<file path="src/rtl/branch_call_unit_if.sv">
// Request/response bundle between the PC front end and branch_call_unit.
// master drives requests and the current pc; slave returns the next address and stack status.
interface branch_call_unit_if #(
  parameter int ADDR_W = 8,
  parameter int DEPTH  = 8
);
  localparam int SP_W = $clog2(DEPTH) + 1;

  logic [ADDR_W-1:0] pc;
  logic              jmp;
  logic              br_taken;
  logic              call;
  logic              ret;
  logic [ADDR_W-1:0] target;
  logic [ADDR_W-1:0] offset;
  logic              clr_flags;
  logic [ADDR_W-1:0] load;
  logic              load_en;
  logic [SP_W-1:0]   sp;
  logic              stack_ovf;
  logic              stack_unf;

  modport master (
    output pc, jmp, br_taken, call, ret, target, offset, clr_flags,
    input  load, load_en, sp, stack_ovf, stack_unf
  );

  modport slave (
    input  pc, jmp, br_taken, call, ret, target, offset, clr_flags,
    output load, load_en, sp, stack_ovf, stack_unf
  );
endinterface

</file>
<file path="src/rtl/branch_call_unit.sv">
// Next-PC generator with hardware return stack; STACK_TRAP_EN redirects over/underflow to TRAP_VEC.
// Latency: load/load_en combinational from requests; stack, sp and flags update on the same edge.
// Backpressure: none, one request per cycle accepted at full rate (ret > call > jmp > br_taken).
module branch_call_unit #(
  parameter int                ADDR_W   = 8,
  parameter int                DEPTH    = 8,
  parameter logic [ADDR_W-1:0] TRAP_VEC = 8'hFF
) (
  input logic               clk,
  input logic               reset,
  branch_call_unit_if.slave bus
);
  localparam int PTR_W = $clog2(DEPTH);
  localparam int SP_W  = PTR_W + 1;

`ifdef STACK_TRAP_EN
  localparam bit TRAP_EN = 1'b1;
`else
  localparam bit TRAP_EN = 1'b0;
`endif

  logic [ADDR_W-1:0] stack [DEPTH];
  logic [SP_W-1:0]   sp_q;
  logic              ovf_q;
  logic              unf_q;

  logic              full;
  logic              empty;
  logic [PTR_W-1:0]  wr_idx;
  logic [PTR_W-1:0]  top_idx;
  logic [ADDR_W-1:0] top;
  logic [ADDR_W-1:0] pc_inc;
  logic [ADDR_W-1:0] ovf_addr;
  logic [ADDR_W-1:0] unf_addr;

  logic [ADDR_W-1:0] load_c;
  logic              load_en_c;
  logic              push;
  logic              pop;
  logic              set_ovf;
  logic              set_unf;

  assign full     = (sp_q == SP_W'(DEPTH));
  assign empty    = (sp_q == '0);
  assign wr_idx   = sp_q[PTR_W-1:0];
  // At sp==DEPTH the low bits wrap to 0, so minus one still lands on the top entry.
  assign top_idx  = wr_idx - PTR_W'(1);
  assign top      = stack[top_idx];
  assign pc_inc   = bus.pc + ADDR_W'(1);
  assign ovf_addr = TRAP_EN ? TRAP_VEC : bus.target;
  assign unf_addr = TRAP_EN ? TRAP_VEC : '0;

  always_comb begin
    load_c    = bus.pc;
    load_en_c = 1'b0;
    push      = 1'b0;
    pop       = 1'b0;
    set_ovf   = 1'b0;
    set_unf   = 1'b0;
    if (!reset) begin
      load_c = '0;
    end else if (bus.ret) begin
      load_en_c = 1'b1;
      if (empty) begin
        load_c  = unf_addr;
        set_unf = 1'b1;
      end else begin
        load_c = top;
        pop    = 1'b1;
      end
    end else if (bus.call) begin
      load_en_c = 1'b1;
      if (full) begin
        load_c  = ovf_addr;
        set_ovf = 1'b1;
      end else begin
        load_c = bus.target;
        push   = 1'b1;
      end
    end else if (bus.jmp) begin
      load_en_c = 1'b1;
      load_c    = bus.target;
    end else if (bus.br_taken) begin
      load_en_c = 1'b1;
      load_c    = pc_inc + bus.offset;
    end
  end

  always_ff @(posedge clk or negedge reset) begin
    if (!reset) begin
      sp_q  <= '0;
      ovf_q <= 1'b0;
      unf_q <= 1'b0;
      for (int i = 0; i < DEPTH; i++) begin
        stack[i] <= '0;
      end
    end else begin
      if (push) begin
        stack[wr_idx] <= pc_inc;
        sp_q          <= sp_q + SP_W'(1);
      end else if (pop) begin
        sp_q <= sp_q - SP_W'(1);
      end
      // A flag being set this cycle takes precedence over a clear request.
      if (set_ovf)            ovf_q <= 1'b1;
      else if (bus.clr_flags) ovf_q <= 1'b0;
      if (set_unf)            unf_q <= 1'b1;
      else if (bus.clr_flags) unf_q <= 1'b0;
    end
  end

  assign bus.load      = load_c;
  assign bus.load_en   = load_en_c;
  assign bus.sp        = sp_q;
  assign bus.stack_ovf = ovf_q;
  assign bus.stack_unf = unf_q;
endmodule
</file>
<file path="src/flat_wrapper.sv">
// flat-port wrapper written by rule: the top's interface ports become plain ports
module branch_call_unit_flat 
#(
  parameter int                ADDR_W   = 8,
  parameter int                DEPTH    = 8,
  parameter logic [ADDR_W-1:0] TRAP_VEC = 8'hFF
)
  (clk, reset, bus_pc, bus_jmp, bus_br_taken, bus_call, bus_ret, bus_target, bus_offset, bus_clr_flags, bus_load, bus_load_en, bus_sp, bus_stack_ovf, bus_stack_unf);
  branch_call_unit_if #(.ADDR_W(ADDR_W), .DEPTH(DEPTH)) bus_i ();
  input logic clk;
  input logic reset;
  input wire logic [$bits(bus_i.pc)-1:0] bus_pc;
  input wire logic [$bits(bus_i.jmp)-1:0] bus_jmp;
  input wire logic [$bits(bus_i.br_taken)-1:0] bus_br_taken;
  input wire logic [$bits(bus_i.call)-1:0] bus_call;
  input wire logic [$bits(bus_i.ret)-1:0] bus_ret;
  input wire logic [$bits(bus_i.target)-1:0] bus_target;
  input wire logic [$bits(bus_i.offset)-1:0] bus_offset;
  input wire logic [$bits(bus_i.clr_flags)-1:0] bus_clr_flags;
  output wire logic [$bits(bus_i.load)-1:0] bus_load;
  output wire logic [$bits(bus_i.load_en)-1:0] bus_load_en;
  output wire logic [$bits(bus_i.sp)-1:0] bus_sp;
  output wire logic [$bits(bus_i.stack_ovf)-1:0] bus_stack_ovf;
  output wire logic [$bits(bus_i.stack_unf)-1:0] bus_stack_unf;
  assign bus_i.pc = bus_pc;
  assign bus_i.jmp = bus_jmp;
  assign bus_i.br_taken = bus_br_taken;
  assign bus_i.call = bus_call;
  assign bus_i.ret = bus_ret;
  assign bus_i.target = bus_target;
  assign bus_i.offset = bus_offset;
  assign bus_i.clr_flags = bus_clr_flags;
  assign bus_load = bus_i.load;
  assign bus_load_en = bus_i.load_en;
  assign bus_sp = bus_i.sp;
  assign bus_stack_ovf = bus_i.stack_ovf;
  assign bus_stack_unf = bus_i.stack_unf;
  branch_call_unit #(.ADDR_W(ADDR_W), .DEPTH(DEPTH), .TRAP_VEC(TRAP_VEC)) u_core (.clk(clk), .reset(reset), .bus(bus_i));
endmodule
</file>
<file path="config.mk">
export PLATFORM = sky130hd
export DESIGN_NAME = branch_call_unit_flat
export DESIGN_NICKNAME = d
export VERILOG_FILES = /design/src/rtl/branch_call_unit_if.sv /design/src/rtl/branch_call_unit.sv /design/src/flat_wrapper.sv
export SDC_FILE = /design/constraint.sdc
export NUM_CORES = 1
export LEC_CHECK = 0
export ABC_AREA = 1
export CORE_AREA = 3 3 81 114
export DETAILED_ROUTE_END_ITERATION = 7
export DIE_AREA = 0 0 84 117
export MAX_ROUTING_LAYER = met4
export PLACE_DENSITY_LB_ADDON = 0.3
export SLEW_MARGIN = 10
export SYNTH_ARGS = -nofsm -noshare
export SYNTH_HDL_FRONTEND = slang
export SYNTH_SLANG_ARGS = --single-unit
</file>
<file path="constraint.sdc">
create_clock -name clk -period 7 [get_ports clk]
set_input_delay 1.75 -clock clk [delete_from_list [all_inputs] [get_ports clk]]
set_output_delay 1.75 -clock clk [all_outputs]
set_load 0.05 [all_outputs]
</file>
==> metrics.txt, run 1 <==
# TYPE chip_impl_metric gauge
chip_impl_info{name="outcome",value="complete, no violations"} 1
chip_impl_metric{name="lkg_pwr",unit="nW"} 2.36
chip_impl_metric{name="yosysUniqueCellTypes",unit=""} 29
chip_impl_metric{name="globalRouteOverflowTotal",unit=""} 0
chip_impl_metric{name="synth_cells",unit=""} 532
chip_impl_metric{name="syn_nets",unit=""} 576
chip_impl_metric{name="clkSlewWorstSetupHoldPaths",unit="ps"} 60
chip_impl_metric{name="skew",unit="ps"} 6.58
chip_impl_info{name="worst_r2r_startpoint",value="u_core.bus.sp[0]"} 1
chip_impl_metric{name="power_switching",unit="mW"} 0.917
chip_impl_metric{name="cp_data_arrival_time",unit="ps"} 4570
chip_impl_metric{name="postSynthRegisterBits",unit=""} 70
chip_impl_metric{name="utilization",unit="%"} 59.4
chip_impl_metric{name="port_buffers",unit=""} 45
chip_impl_info{name="worst_hold_path_type",value="reg -> reg"} 1
chip_impl_metric{name="tritoncts_num_sinks",unit=""} 70
chip_impl_metric{name="rrSetupSlack",unit="ps"} 3920
chip_impl_metric{name="critical_path_peak_fanout",unit=""} 6
chip_impl_metric{name="dr.first_iter.drc_count",unit=""} 326
chip_impl_metric{name="route.detailed.drc",unit=""} 0
chip_impl_metric{name="area_delta_synth_final",unit="%"} 21.9
chip_impl_metric{name="route.antenna.remaining_nets",unit=""} 0
chip_impl_metric{name="power.internal",unit="mW"} 1.22
chip_impl_metric{name="core_area",unit="um^2"} 8250
chip_impl_metric{name="initial_core_util",unit="%"} 48.7
chip_impl_metric{name="placedCellCount",unit=""} 668
chip_impl_metric{name="timing.slew.headroom",unit="%"} 41.1
chip_impl_metric{name="place_area",unit="um^2"} 4610
chip_impl_metric{name="data_required_time_at_the_worst_endpoint",unit="ps"} 5250
chip_impl_metric{name="grtUsageTotal",unit="%"} 25.0
chip_impl_metric{name="boundaryPins",unit=""} 46
chip_impl_metric{name="postCtsSetupBuffers",unit=""} 0
chip_impl_info{name="cts_root_buffer",value="clkbuf_16"} 1
chip_impl_metric{name="finalWirelength",unit="um"} 11300
chip_impl_metric{name="grt_first_pass_wirelength",unit="um"} 18400
chip_impl_metric{name="power_per_cell_area",unit="nW/um^2"} 435
chip_impl_metric{name="switching_share",unit="%"} 43.0
chip_impl_info{name="cp-start-kind",value="primary input"} 1
chip_impl_metric{name="fin_tns_setup",unit="ps"} 0
chip_impl_info{name="final_cell_mix",value="nand2_1, dfrtp_1, o21ai_0, o21ai_1, inv_1"} 1
chip_impl_metric{name="gpl.final_weighted_congestion",unit=""} 0.891
chip_impl_metric{name="die_area",unit="um^2"} 9830
chip_impl_metric{name="grt_max_degree",unit=""} 72
chip_impl_info{name="hold_start",value="u_core.stack[26]"} 1
chip_impl_metric{name="max_slew.worst_pin.slew",unit="ps"} 883
chip_impl_metric{name="later_pin_clock_latency_in_the_skew_report",unit="ps"} 330
chip_impl_metric{name="final_area",unit="um^2"} 4900
chip_impl_metric{name="routedWlPerCell",unit="um"} 16.5
chip_impl_metric{name="netlist_area",unit="um^2"} 4020
chip_impl_metric{name="antenna_found_initial",unit=""} 0
chip_impl_info{name="setup.worst_path.class",value="in -> out"} 1
chip_impl_metric{name="power_frac_comb",unit="%"} 48.2
chip_impl_metric{name="via_count",unit=""} 3808
chip_impl_metric{name="synth.yosys.seq_area_share",unit="%"} 43.6
chip_impl_metric{name="postcts_resize_cnt",unit=""} 0
chip_impl_metric{name="dp.final_hpwl",unit="um"} 8040
chip_impl_metric{name="slew_viol_final",unit=""} 0
chip_impl_metric{name="cts_h_tree_depth",unit=""} 3
chip_impl_metric{name="timing.max_cap.violations",unit=""} 0
chip_impl_metric{name="achievable-frequency",unit="MHz"} 158
chip_impl_metric{name="p_total",unit="mW"} 2.13
chip_impl_metric{name="cts-buffers-inserted",unit=""} 9
chip_impl_metric{name="post_drt_via_cell_ratio",unit=""} 5.58
chip_impl_info{name="final_common_cell",value="nand2_1"} 1
chip_impl_metric{name="warning_count_from_the_yosys_run",unit=""} 0
chip_impl_metric{name="postCtsHoldBufs",unit=""} 0
chip_impl_metric{name="period_share",unit="%"} 90.3
chip_impl_metric{name="grt_pass1_vias",unit=""} 3801
chip_impl_metric{name="hold_viol",unit=""} 0
chip_impl_metric{name="count_of_inserted_antenna_diode_cells",unit=""} 0
chip_impl_metric{name="power_frac_seq",unit="%"} 31.0
chip_impl_metric{name="synthDominantCellAreaShare",unit="%"} 43.6
chip_impl_info{name="tritoncts_clock_tree",value="built"} 1
chip_impl_metric{name="std_cell_rows",unit=""} 39
chip_impl_info{name="rsz_0062_raised_after_global_routing",value="false"} 1
chip_impl_metric{name="floorplan.die.width",unit="um"} 84
chip_impl_info{name="timing.critical_path.from",value="bus_pc[0]"} 1
chip_impl_metric{name="fraction_of_final_layout_cells_sized_beyond_drive_strength_1",unit="%"} 9.31
chip_impl_metric{name="layout.cells.non_filler",unit=""} 682
chip_impl_metric{name="time_the_worst_path_needs_with_i_o_delays_and_setup",unit="ps"} 6320
chip_impl_metric{name="timing.final.setup_violations",unit=""} 0
chip_impl_metric{name="max_ir_drop_vdd",unit="V"} 0.000201
chip_impl_metric{name="synth.avg_cell_area",unit="um^2"} 7.56
chip_impl_metric{name="dr.pass1.iters",unit=""} 5
chip_impl_metric{name="clock_tree.buffer_depth",unit=""} 2
chip_impl_metric{name="final_nets",unit=""} 621
chip_impl_info{name="synthDominantAreaCellType",value="dfrtp_1"} 1
chip_impl_info{name="critPathCaptureType",value="output pin"} 1
chip_impl_metric{name="clock_power_share",unit="%"} 20.8
chip_impl_info{name="synth.top_cells.by_area",value="dfrtp_1, nand2_1, o21ai_0"} 1
chip_impl_metric{name="die_h",unit="um"} 117
## metal layers
metal | global-route usage (%) | share of wire (%) | vias up
met1 | 26.0 | 37 | 1763
met5 | - | 0 | -
li1 | - | - | 1839
met4 | 16.0 | 5.5 | 0
met3 | 3.99 | 5.6 | 44
met2 | 44.1 | 51 | 162
## final timing paths
check	to	cells past startpoint
min reg2reg	u_core.stack[26]	2
max reg2reg	u_core.bus.sp[3]	13
min	u_core.stack[26]	2
max in group asynchronous	u_core.stack[5]	2
min in group asynchronous	u_core.bus.sp[2]	2
max	bus_load[6]	18
## registers in the layout, summed over array words and instances (netlist names)
name	flops
u_core.bus.sp	4
u_core.bus.stack_ovf	1
u_core.bus.stack_unf	1
u_core.stack	64
## power groups by stage
stage          Sequential [mW]  Clock, mW  Combinational, mW
3_3_place_gp             0.658          0               1.01
6_report                 0.662      0.444               1.03
2_1_floorplan            0.689          0              0.664
5_1_grt                  0.682      0.465               1.14
4_1_cts                  0.660      0.447               1.03
3_5_place_dp             0.664          0               1.02
## synthesized netlist by cell type, drive strengths merged
master	n
a211oi	1
a21oi	24
o221ai	9
o21ai	98
xnor2	2
nand2	150
xor2	6
fa	2
nor2	45
o22ai	1
nand4	2
nand3	25
clkinv	2
o211ai	6
buf	9
dfrtp	70
clkbuf	11
inv	53
nor3	4
a32o	1
ha	11
## layout make-up
class,instances,area [um^2]
well taps,102,128
multi-input cells,387,1980
inverters,55,206
repair buffers,54,551
clock inverters,4,48.8
flip-flops and latches,70,1750
clock buffers,10,239
fillers,775,3350
## worst max-delay path, cell delays in order
cell             delay, ps
clkdlybuf4s50_1        580
ha_1                   220
nand2_1                 90
nor2_1                 120
xnor2_1                170
inv_1                   80
ha_1                   380
nand2_1                130
inv_1                   40
nand4_1                 70
o211ai_1               170
nand2_1                100
nand2_1                 50
o21ai_0                220
nand2_1                 70
nand2_1                 60
nand2_1                 80
buf_12                 160
## logic make-up after synthesis
kind of cell	after synthesis	synth area share [%]
xor gates and xnor gates	8	2.30
DFF	70	43.6
AOI/OAI and AO/OA	140	18.9
and+or+nand+nor	226	23.6
buffers and inverters	75	7.28
adders and majority gates	13	4.42
## per-stage QoR
| stage | hold slack [ps] | setup WS, ps |
|---|---|---|
| after floorplan | 444 | 1240 |
| after global placement | 457 | 722 |
| after detailed placement | 460 | 685 |
| after CTS | 476 | 673 |
| after global routing | 499 | 421 |
| final | 478 | 682 |
No activity file was read; power rests on OpenSTA's default activity.
==> run 2, diff against run 1 <==
==> constraint.sdc (replaced) <==
create_clock -name clk -period 6.24 [get_ports clk]
set_input_delay 1.248 -clock clk [delete_from_list [all_inputs] [get_ports clk]]
set_output_delay 1.248 -clock clk [all_outputs]
set_load 0.05 [all_outputs]
==> run 2 against run 1 <==
  * Worst hold slack better by 1.8 ps
  * Non-clock buffer count down 4
  * Combinational power up 9%
  * Critical path type unchanged
  * Cell area down 0.87%
  * Largest power group unchanged
  * Largest cell class unchanged
  * Clock skew down 2.3 ps
  * Critical endpoint is now bus_load[3]
==> metrics.txt, run 2 (synthesis results as in run 1) <==
# TYPE chip_impl_metric gauge
chip_impl_info{name="outcome",value="complete, no violations"} 1
chip_impl_metric{name="dr.first_iter.drc_count",unit=""} 273
chip_impl_metric{name="slew_viol_final",unit=""} 0
chip_impl_info{name="setup.worst_path.class",value="in -> out"} 1
chip_impl_metric{name="area_delta_synth_final",unit="%"} 20.8
chip_impl_metric{name="place_area",unit="um^2"} 4530
chip_impl_metric{name="initial_core_util",unit="%"} 48.7
chip_impl_metric{name="rrSetupSlack",unit="ps"} 3160
chip_impl_metric{name="routedWlPerCell",unit="um"} 17.0
chip_impl_metric{name="count_of_inserted_antenna_diode_cells",unit=""} 0
chip_impl_metric{name="max_slew.worst_pin.slew",unit="ps"} 898
chip_impl_metric{name="final_critical_path_setup_slack",unit="ps"} 549
chip_impl_metric{name="post_drt_via_cell_ratio",unit=""} 5.54
chip_impl_info{name="cp-start-kind",value="primary input"} 1
chip_impl_metric{name="globalRouteOverflowTotal",unit=""} 0
chip_impl_metric{name="placedCellCount",unit=""} 664
chip_impl_metric{name="period_share",unit="%"} 91.2
chip_impl_metric{name="critical_path_peak_fanout",unit=""} 9
chip_impl_info{name="critPathCaptureType",value="output pin"} 1
chip_impl_metric{name="die_h",unit="um"} 117
chip_impl_metric{name="data_required_time_at_the_worst_endpoint",unit="ps"} 4990
chip_impl_metric{name="max_ir_drop_vdd",unit="V"} 0.000235
chip_impl_metric{name="timing.max_cap.violations",unit=""} 0
chip_impl_metric{name="route.antenna.remaining_nets",unit=""} 0
chip_impl_metric{name="clock_tree.buffer_depth",unit=""} 2
chip_impl_metric{name="antenna_found_initial",unit=""} 0
chip_impl_metric{name="skew",unit="ps"} 4.24
chip_impl_info{name="cts_root_buffer",value="clkbuf_16"} 1
chip_impl_metric{name="layout.cells.non_filler",unit=""} 679
chip_impl_metric{name="dr.pass1.iters",unit=""} 5
chip_impl_metric{name="via_count",unit=""} 3762
chip_impl_metric{name="largest_register_ff_count",unit=""} 64
chip_impl_metric{name="final_area",unit="um^2"} 4860
chip_impl_metric{name="pre_cts_slack",unit="ps"} 588
chip_impl_info{name="tritoncts_clock_tree",value="built"} 1
chip_impl_metric{name="route.detailed.drc",unit=""} 0
chip_impl_metric{name="later_pin_clock_latency_in_the_skew_report",unit="ps"} 340
chip_impl_metric{name="power_per_cell_area",unit="nW/um^2"} 498
chip_impl_metric{name="die_area",unit="um^2"} 9830
chip_impl_metric{name="fraction_of_final_layout_cells_sized_beyond_drive_strength_1",unit="%"} 8.67
chip_impl_metric{name="core_area",unit="um^2"} 8250
chip_impl_metric{name="grtUsageTotal",unit="%"} 25.3
chip_impl_metric{name="floorplan.die.width",unit="um"} 84
chip_impl_metric{name="final_hold_slack",unit="ps"} 480
chip_impl_info{name="final_cell_mix",value="nand2_1, dfrtp_1, o21ai_0, o21ai_1, inv_1"} 1
chip_impl_info{name="rsz_0062_raised_after_global_routing",value="false"} 1
chip_impl_metric{name="finalWirelength",unit="um"} 11500
chip_impl_metric{name="postCtsSetupBuffers",unit=""} 0
chip_impl_metric{name="std_cell_rows",unit=""} 39
chip_impl_metric{name="achievable-frequency",unit="MHz"} 176
chip_impl_metric{name="postCtsHoldBufs",unit=""} 0
chip_impl_metric{name="cp_data_arrival_time",unit="ps"} 4440
chip_impl_metric{name="final_nets",unit=""} 617
chip_impl_metric{name="port_buffers",unit=""} 45
chip_impl_metric{name="time_the_worst_path_needs_with_i_o_delays_and_setup",unit="ps"} 5690
chip_impl_metric{name="hold_viol",unit=""} 0
chip_impl_metric{name="grt_max_degree",unit=""} 72
chip_impl_metric{name="gpl.final_weighted_congestion",unit=""} 1.03
chip_impl_metric{name="tritoncts_num_sinks",unit=""} 70
chip_impl_info{name="worst_hold_path_type",value="reg -> reg"} 1
chip_impl_metric{name="lkg_pwr",unit="nW"} 2.33
chip_impl_metric{name="cts_h_tree_depth",unit=""} 3
chip_impl_metric{name="grt_first_pass_wirelength",unit="um"} 18400
chip_impl_info{name="registers.top_by_ff_count",value="u_core.stack"} 1
chip_impl_metric{name="timing.slew.headroom",unit="%"} 40.1
chip_impl_metric{name="clkSlewWorstSetupHoldPaths",unit="ps"} 50
chip_impl_info{name="final_common_cell",value="nand2_1"} 1
chip_impl_metric{name="boundaryPins",unit=""} 46
chip_impl_metric{name="postcts_resize_cnt",unit=""} 0
chip_impl_metric{name="dp.final_hpwl",unit="um"} 8210
chip_impl_metric{name="fin_tns_setup",unit="ps"} 0
chip_impl_metric{name="timing.final.setup_violations",unit=""} 0
chip_impl_metric{name="grt_pass1_vias",unit=""} 3716
chip_impl_metric{name="cts-buffers-inserted",unit=""} 9
[run 2: changes by cell type in the layout (fill, tap and decap cells not counted), sizes merged]
| cell | before | now |
|---|---|---|
| clkinvlp | 0 | 2 |
| clkdlybuf4s50 | 39 | 40 |
| clkinv | 5 | 3 |
| bufinv | 1 | 2 |
| buf | 15 | 10 |
[run 2: per-layer routing]
layer / track usage, % / up-vias / part of all wire [%]
li1: - / 1836 / -
met1: 27.0 / 1754 / 38
met4: 15.6 / 0 / 4.4
met2: 44.6 / 144 / 53
met5: - / - / 0
met3: 3.50 / 28 / 4.9
[run 2: layout make-up]
cell class,count,area [um^2]
inverter,55,206
multi-input combinational,387,1980
sequential,70,1750
clock inverter,5,83.8
clock buffer,10,239
timing repair buffer,50,473
fill,765,3390
tap,102,128
[run 2: worst max-delay path: stages]
cell	delay, ps
clkdlybuf4s50_1	540
nand2_1	190
nor2_4	190
xor2_2	490
ha_1	420
nand3_1	120
nand3_1	110
o211ai_1	120
o211ai_1	110
nand2_1	90
clkdlybuf4s50_1	800
[run 2: final timing paths]
| kind | from | to | depth (start not counted) |
|---|---|---|---|
| setup / recovery | bus_pc[2] | bus_load[3] | 11 |
| hold / removal | u_core.stack[2] | u_core.stack[2] | 2 |
| setup reg to reg | u_core.bus.sp[0] | u_core.bus.sp[3] | 13 |
| hold reg to reg | u_core.stack[2] | u_core.stack[2] | 2 |
| max in group asynchronous | reset | u_core.bus.stack_unf | 2 |
| min in group asynchronous | reset | u_core.bus.sp[0] | 2 |
[run 2: report_power, final]
part / internal (mW) / switching, mW
combinational: 0.386 / 0.733
sequential: 0.641 / 0.105
clock: 0.359 / 0.195
[run 2: metrics by stage]
| step | total power [mW] | utilization [%] |
|---|---|---|
| floorplan | 1.52 | - |
| global route | 2.58 | 58.9 |
| global placement | 1.83 | 55.0 |
| finish | 2.42 | 58.9 |
| CTS | 2.42 | 58.9 |
| detailed placement | 1.86 | 55.0 |
